### src/rtl/p2s_pkg.sv
// p2s_pkg: shared definitions for the serial word link (p2s_tx / s2p side).
//   - default parallel word width and length-field width
//   - transmitter state encodings and state enum
package p2s_pkg;

  localparam int P2S_WIDTH = 16;
  localparam int P2S_LEN_W = 4;

  localparam logic [1:0] ST_IDLE   = 2'd0;
  localparam logic [1:0] ST_SHIFT  = 2'd1;
  localparam logic [1:0] ST_PARITY = 2'd2;
  localparam logic [1:0] ST_DONE   = 2'd3;

  typedef enum logic [1:0] {
    IDLE   = ST_IDLE,
    SHIFT  = ST_SHIFT,
    PARITY = ST_PARITY,
    DONE   = ST_DONE
  } p2s_state_t;

endpackage

### src/rtl/p2s_shift_reg.sv
// p2s_shift_reg: loadable left-shift register plus bit down-counter.
// The register holds the bits still waiting behind the one currently on the
// line, so its MSB tap is the next bit to transmit.
// Ports:
//   clk, reset      : clock (posedge), async active-high reset
//   load            : load load_data / load_count
//   shift           : shift left by one (zero fill) and decrement count
//   load_data       : bits following the first transmitted bit, MSB-aligned
//   load_count      : number of bits in the word
//   next_msb        : MSB tap (next bit to go out)
//   count_one       : count == 1 (last bit currently on the line)
//   count_zero      : count == 0
module p2s_shift_reg #(
  parameter int WIDTH = 16,
  parameter int LEN_W = 4
) (
  input  logic             clk,
  input  logic             reset,
  input  logic             load,
  input  logic             shift,
  input  logic [WIDTH-2:0] load_data,
  input  logic [LEN_W-1:0] load_count,
  output logic             next_msb,
  output logic             count_one,
  output logic             count_zero
);

  logic [WIDTH-2:0] sreg;
  logic [LEN_W-1:0] count;

  always_ff @(posedge clk or posedge reset) begin
    if (reset) begin
      sreg  <= '0;
      count <= '0;
    end else if (load) begin
      sreg  <= load_data;
      count <= load_count;
    end else if (shift) begin
      sreg  <= {sreg[WIDTH-3:0], 1'b0};
      count <= count - LEN_W'(1);
    end
  end

  assign next_msb   = sreg[WIDTH-2];
  assign count_one  = (count == LEN_W'(1));
  assign count_zero = (count == '0);

endmodule

### src/rtl/p2s_tx.sv
// p2s_tx: parallel-to-serial transmitter, MSB-first, one bit per clk.
// Optional build macro: P2S_TX_PARITY_EN appends an even-parity bit after
// the data bits (sent even when len == 0).
// Ports:
//   clk      : system clock, posedge active
//   reset    : asynchronous, active-high; clears all state
//   start    : transfer request, sampled only in IDLE
//   data_in  : word to send, captured on accepted start
//   len      : number of bits to send, captured on accepted start
//   ser_out  : serial data (registered)
//   ser_en   : high while ser_out carries a valid bit (registered)
//   busy     : high from the cycle after acceptance until back in IDLE
//   done     : one-cycle completion pulse (registered)
module p2s_tx
  import p2s_pkg::*;
#(
  parameter int WIDTH = P2S_WIDTH,
  parameter int LEN_W = P2S_LEN_W
) (
  input  logic             clk,
  input  logic             reset,
  input  logic             start,
  input  logic [WIDTH-1:0] data_in,
  input  logic [LEN_W-1:0] len,
  output logic             ser_out,
  output logic             ser_en,
  output logic             busy,
  output logic             done
);

  p2s_state_t       state;
  logic [WIDTH-1:0] load_word;
  logic             load;
  logic             shift;
  logic             next_msb;
  logic             count_one;
  logic             count_zero;
`ifdef P2S_TX_PARITY_EN
  logic             parity;
`endif

  // Left-align so data_in[len-1] lands at the MSB; bits above len fall off.
  assign load_word = data_in << (WIDTH - int'(len));
  assign load      = (state == IDLE) && start && (len != '0);
  assign shift     = (state == SHIFT);

  // The first bit goes straight to ser_out on the load edge; the sub-module
  // only keeps the bits that follow it.
  p2s_shift_reg #(
    .WIDTH (WIDTH),
    .LEN_W (LEN_W)
  ) u_shift_reg (
    .clk        (clk),
    .reset      (reset),
    .load       (load),
    .shift      (shift),
    .load_data  (load_word[WIDTH-2:0]),
    .load_count (len),
    .next_msb   (next_msb),
    .count_one  (count_one),
    .count_zero (count_zero)
  );

  always_ff @(posedge clk or posedge reset) begin
    if (reset) begin
      state   <= IDLE;
      ser_out <= 1'b0;
      ser_en  <= 1'b0;
      busy    <= 1'b0;
      done    <= 1'b0;
`ifdef P2S_TX_PARITY_EN
      parity  <= 1'b0;
`endif
    end else begin
      done <= 1'b0;
      case (state)
        IDLE: begin
          if (start) begin
            busy <= 1'b1;
            if (len != '0) begin
              state   <= SHIFT;
              ser_out <= load_word[WIDTH-1];
              ser_en  <= 1'b1;
`ifdef P2S_TX_PARITY_EN
              parity  <= ^load_word;
`endif
            end else begin
`ifdef P2S_TX_PARITY_EN
              // Empty word still carries a (zero) parity bit.
              state   <= PARITY;
              ser_out <= 1'b0;
              ser_en  <= 1'b1;
`else
              state   <= DONE;
              done    <= 1'b1;
`endif
            end
          end
        end
        SHIFT: begin
          // count_zero is unreachable here; treated as terminal for safety.
          if (count_one || count_zero) begin
`ifdef P2S_TX_PARITY_EN
            state   <= PARITY;
            ser_out <= parity;
            ser_en  <= 1'b1;
`else
            state   <= DONE;
            ser_out <= 1'b0;
            ser_en  <= 1'b0;
            done    <= 1'b1;
`endif
          end else begin
            ser_out <= next_msb;
            ser_en  <= 1'b1;
          end
        end
`ifdef P2S_TX_PARITY_EN
        PARITY: begin
          state   <= DONE;
          ser_out <= 1'b0;
          ser_en  <= 1'b0;
          done    <= 1'b1;
        end
`endif
        DONE: begin
          state <= IDLE;
          busy  <= 1'b0;
        end
        default: begin
          state   <= IDLE;
          ser_out <= 1'b0;
          ser_en  <= 1'b0;
          busy    <= 1'b0;
        end
      endcase
    end
  end

endmodule

### config.mk
export PLATFORM = sky130hd
export DESIGN_NAME = p2s_tx
export DESIGN_NICKNAME = d
export VERILOG_FILES = /design/src/rtl/p2s_pkg.sv /design/src/rtl/p2s_shift_reg.sv /design/src/rtl/p2s_tx.sv
export SDC_FILE = /design/constraint.sdc
export NUM_CORES = 1
export LEC_CHECK = 0
export ABC_AREA = 0
export BUFFER_PORTS_ARGS = -buffer_cell sky130_fd_sc_hd__buf_2
export CAP_MARGIN = 20
export CORE_MARGIN = 2
export CORE_UTILIZATION = 61
export CTS_CLUSTER_SIZE = 20
export DETAILED_ROUTE_END_ITERATION = 10
export MAX_ROUTING_LAYER = met4
export PLACE_DENSITY_LB_ADDON = 0.15
export REMOVE_ABC_BUFFERS = 1
export SLEW_MARGIN = 40
export SYNTH_ARGS = -nofsm -noshare
export SYNTH_HDL_FRONTEND = slang
export SYNTH_SLANG_ARGS = --single-unit
export TNS_END_PERCENT = 30
### constraint.sdc
create_clock -name clk -period 4.1 [get_ports clk]
set_input_delay 0.82 -clock clk [delete_from_list [all_inputs] [get_ports clk]]
set_output_delay 0.82 -clock clk [all_outputs]
set_load 0.03 [all_outputs]
==> flow_metrics.env <==
export IMPL_clk_pin_slew_ns=0.13
export IMPL_ys_flop_type="dfrtp_1"
export IMPL_required_ns=4.30
export IMPL_grt_first_pass_wirelength_um=7260
export IMPL_cts_made_buffers=3
export IMPL_cts_tree="yes"
export IMPL_powerDensity_nw_per_um2=570
export IMPL_fin_skew_ns=0.00329
export IMPL_worst_slack_ns=1.10
export IMPL_worstHoldStart="u_shift_reg.sreg[0]"
export IMPL_yosys_area_share_simple_pct=14.2
export IMPL_hold_depth=2
export IMPL_hold_buffers=0
export IMPL_wl_met3_um=252
export IMPL_outcome="completed"
export IMPL_reg2regPathDepth=5
export IMPL_final_core_util_pct=67.6
export IMPL_crit_fanout=19
export IMPL_ys_warn_count=0
export IMPL_syn_inst=196
export IMPL_cts_root_buf="clkbuf_4"
export IMPL_min_period_ns=3.00
export IMPL_n_fill_cell=250
export IMPL_cp_slowest_cell="ha_1"
export IMPL_r2r_start="state[0]"
export IMPL_synth_seq_cells=25
export IMPL_htree_levels=1
export IMPL_drcViolationCount=0
export IMPL_routed_wl_um=4410
export IMPL_cts_setup_buffers=0
export IMPL_ys_types=42
export IMPL_finalHoldViolations=0
export IMPL_synth_seq_area_share_pct=33.7
export IMPL_yosysTopAreaCell="dfrtp_1"
export IMPL_detail_route_vias_per_cell=6.38
export IMPL_p_total_mw=1.15
export IMPL_core_region_area_um2=2980
export IMPL_criticalPathCategory="in2reg"
export IMPL_fin_hold_ws_ns=0.502
export IMPL_area_growth_synth_to_final_pct=8.50
export IMPL_ant_nets=0
export IMPL_dp_hpwl_um=3440
export IMPL_worstPathArrival_ns=3.20
export IMPL_slowest_delay_ns=0.45
export IMPL_antenna_found_initial=0
export IMPL_drt_iter0_drc=73
export IMPL_max_cap_violations=0
export IMPL_synth_top_family_by_area="multiplexers"
export IMPL_crit_chain="buf_2 -> inv_2 -> ha_1 -> buf_4 -> mux2_2 -> mux2i_1 -> o21ai_0 -> a222oi_1 -> a21oi_1"
export IMPL_maxSlewHeadroom_pct=56.6
export IMPL_synth_area_um2=1860
export IMPL_finalNetCount=245
export IMPL_grt_usage_pct=28.3
export IMPL_chipHeight_um=59.2
export IMPL_startpoint_type="primary input"
export IMPL_met2_length_um=2040
export IMPL_fp_row_count=20
export IMPL_wl_met1_um=2060
export IMPL_max_freq_ghz=0.333
export IMPL_avgSynthCellArea_um2=9.47
export IMPL_synthArstFlopShare_pct=100
export IMPL_p_leak_nw=0.911
export IMPL_gp_congestion=0.936
export IMPL_insertedDiodeCount=0
export IMPL_io_pins=27
export IMPL_grt_pass1_vias=1512
export IMPL_min_path_type="reg2reg"
export IMPL_synthAdderAreaFrac_pct=2.02
export IMPL_synth_xor_area_share_pct=2.36
export IMPL_clk_path_buf_depth=2
export IMPL_synth_compound_area_share_pct=19.2
export IMPL_place_ws_ns=0.796
export IMPL_r2r_slack_ns=1.93
export IMPL_start_util_pct=62.3
export IMPL_yosysMostFrequentCell="dfrtp_1"
export IMPL_tightest_slew_ns=0.652
export IMPL_die_w_um=59.2
export IMPL_synthTopCellsByArea="dfrtp_1 (34%), mux2i_1 (10%), mux4_2 (7.3%)"
export IMPL_drt_pass1_iter_count=5
export IMPL_fin_crit_sh_pct=73.3
export IMPL_synth_edf_count=0
export IMPL_yosys_area_top_type_share_pct=33.7
export IMPL_cp_end_kind="flip-flop"
export IMPL_rsz0062_at_grt="false"
export IMPL_hold_path_end="u_shift_reg.sreg[0]"
export IMPL_insertion_delay_ns=0.31
export IMPL_dieArea_um2=3500
export IMPL_drive_gt1_share_pct=25.2
export IMPL_synthMuxAreaShare_pct=23.0
export IMPL_grt_remaining_overflow=0
export IMPL_yosys_top_cells_count="dfrtp_1 (25), nand2_1 (21), mux2i_1 (19), o21ai_0 (15), nor2_1 (13)"
export IMPL_r2r_end="u_shift_reg.sreg[13]"
export IMPL_wire_per_inst_um=17.6
export IMPL_setup_viol=0
export IMPL_slew_violations=0
export IMPL_final_setup_tns_ns=0
export IMPL_port_buffers=26
export IMPL_cts_sink_count=25
export IMPL_vdd_ir_drop_max_uv=380
export IMPL_vias=1601
export IMPL_cts_resized=0
export IMPL_top_layer="met4"
export IMPL_grt_max_degree=26
worst max path at each step:
| stage | start | endpoint | slack (ns) |
|---|---|---|---|
| floorplan | len[0] | ser_out | 1.20 |
| CTS | len[0] | u_shift_reg.sreg[12] | 1.14 |
| detailed placement | len[0] | u_shift_reg.sreg[12] | 0.80 |
| global placement | len[0] | u_shift_reg.sreg[14] | 0.92 |
| global route | len[0] | ser_out | 0.98 |
| finish | len[0] | u_shift_reg.sreg[12] | 1.10 |
routing by layer:
| layer | track usage, % | up-vias |
|---|---|---|
| li1 | - | 775 |
| met1 | 40.2 | 759 |
| met2 | 41.4 | 61 |
| met3 | 4.59 | 6 |
| met4 | 9.42 | 0 |
| met5 | - | - |
registers in the layout, summed over array words and instances (netlist names):
signal and flops:
ser_en 1, ser_out 1, busy 1, done 1, u_shift_reg.count 4, u_shift_reg.sreg 15, state 2
power breakdown:
part,internal [mW],switching [mW]
clock network,0.0365,0.0713
registers,0.350,0.0753
logic,0.242,0.373
worst max-delay path: cells and delay by family:
kind            cells  cell delay (ns)
compound gates      3             0.54
mux                 2             0.55
fa+ha+maj           1             0.45
buf+inv             3             0.83
cells in the final DEF, fill, tap and decap left out, drive strengths merged, types with 3 or more instances in the layout:
master,synthesis,layout
ha,3,3
mux2i,20,20
buf,8,29
o21ai,16,16
o22ai,6,6
clkbuf,3,3
and2,3,3
nor2,15,15
a221oi,3,3
inv,10,10
a32oi,5,5
o211ai,3,3
nand2,22,22
nor3,3,3
mux2,7,7
dfrtp,25,25
o2bb2ai,3,3
xnor2,3,3
nand3,8,8
mux4,6,6
a21oi,7,7
metrics by stage:
| stage | instance area (um2) | cells |
|---|---|---|
| 2_1_floorplan | 1790 | 185 |
| 3_3_place_gp | 1980 | 247 |
| 3_5_place_dp | 1980 | 247 |
| 4_1_cts | 2010 | 251 |
| 5_1_grt | 2010 | 251 |
| 6_report | 2010 | 251 |
cell type report:
| class | instances | area [um2] | share of cell area [%] |
|---|---|---|---|
| tap | 33 | 41.3 | 2.05 |
| timing repair buffer | 29 | 153 | 7.58 |
| sequential | 25 | 626 | 31.1 |
| inverter | 10 | 37.5 | 1.86 |
| clock inverter | 1 | 5.00 | 0.249 |
| clock buffer | 3 | 22.5 | 1.12 |
| multi-input combinational | 150 | 1130 | 56.1 |
kinds of logic (layout without fill, tap and decap cells):
kind of cell	count (synthesis)	in the layout
AOI/OAI and AO/OA	53	53
xor gates and xnor gates	5	5
adders and majority gates	3	3
buffers and inverters	21	43
DFF	25	25
muxes	33	33
and+or+nand+nor	56	56
No activity file was read; power rests on OpenSTA's default activity.
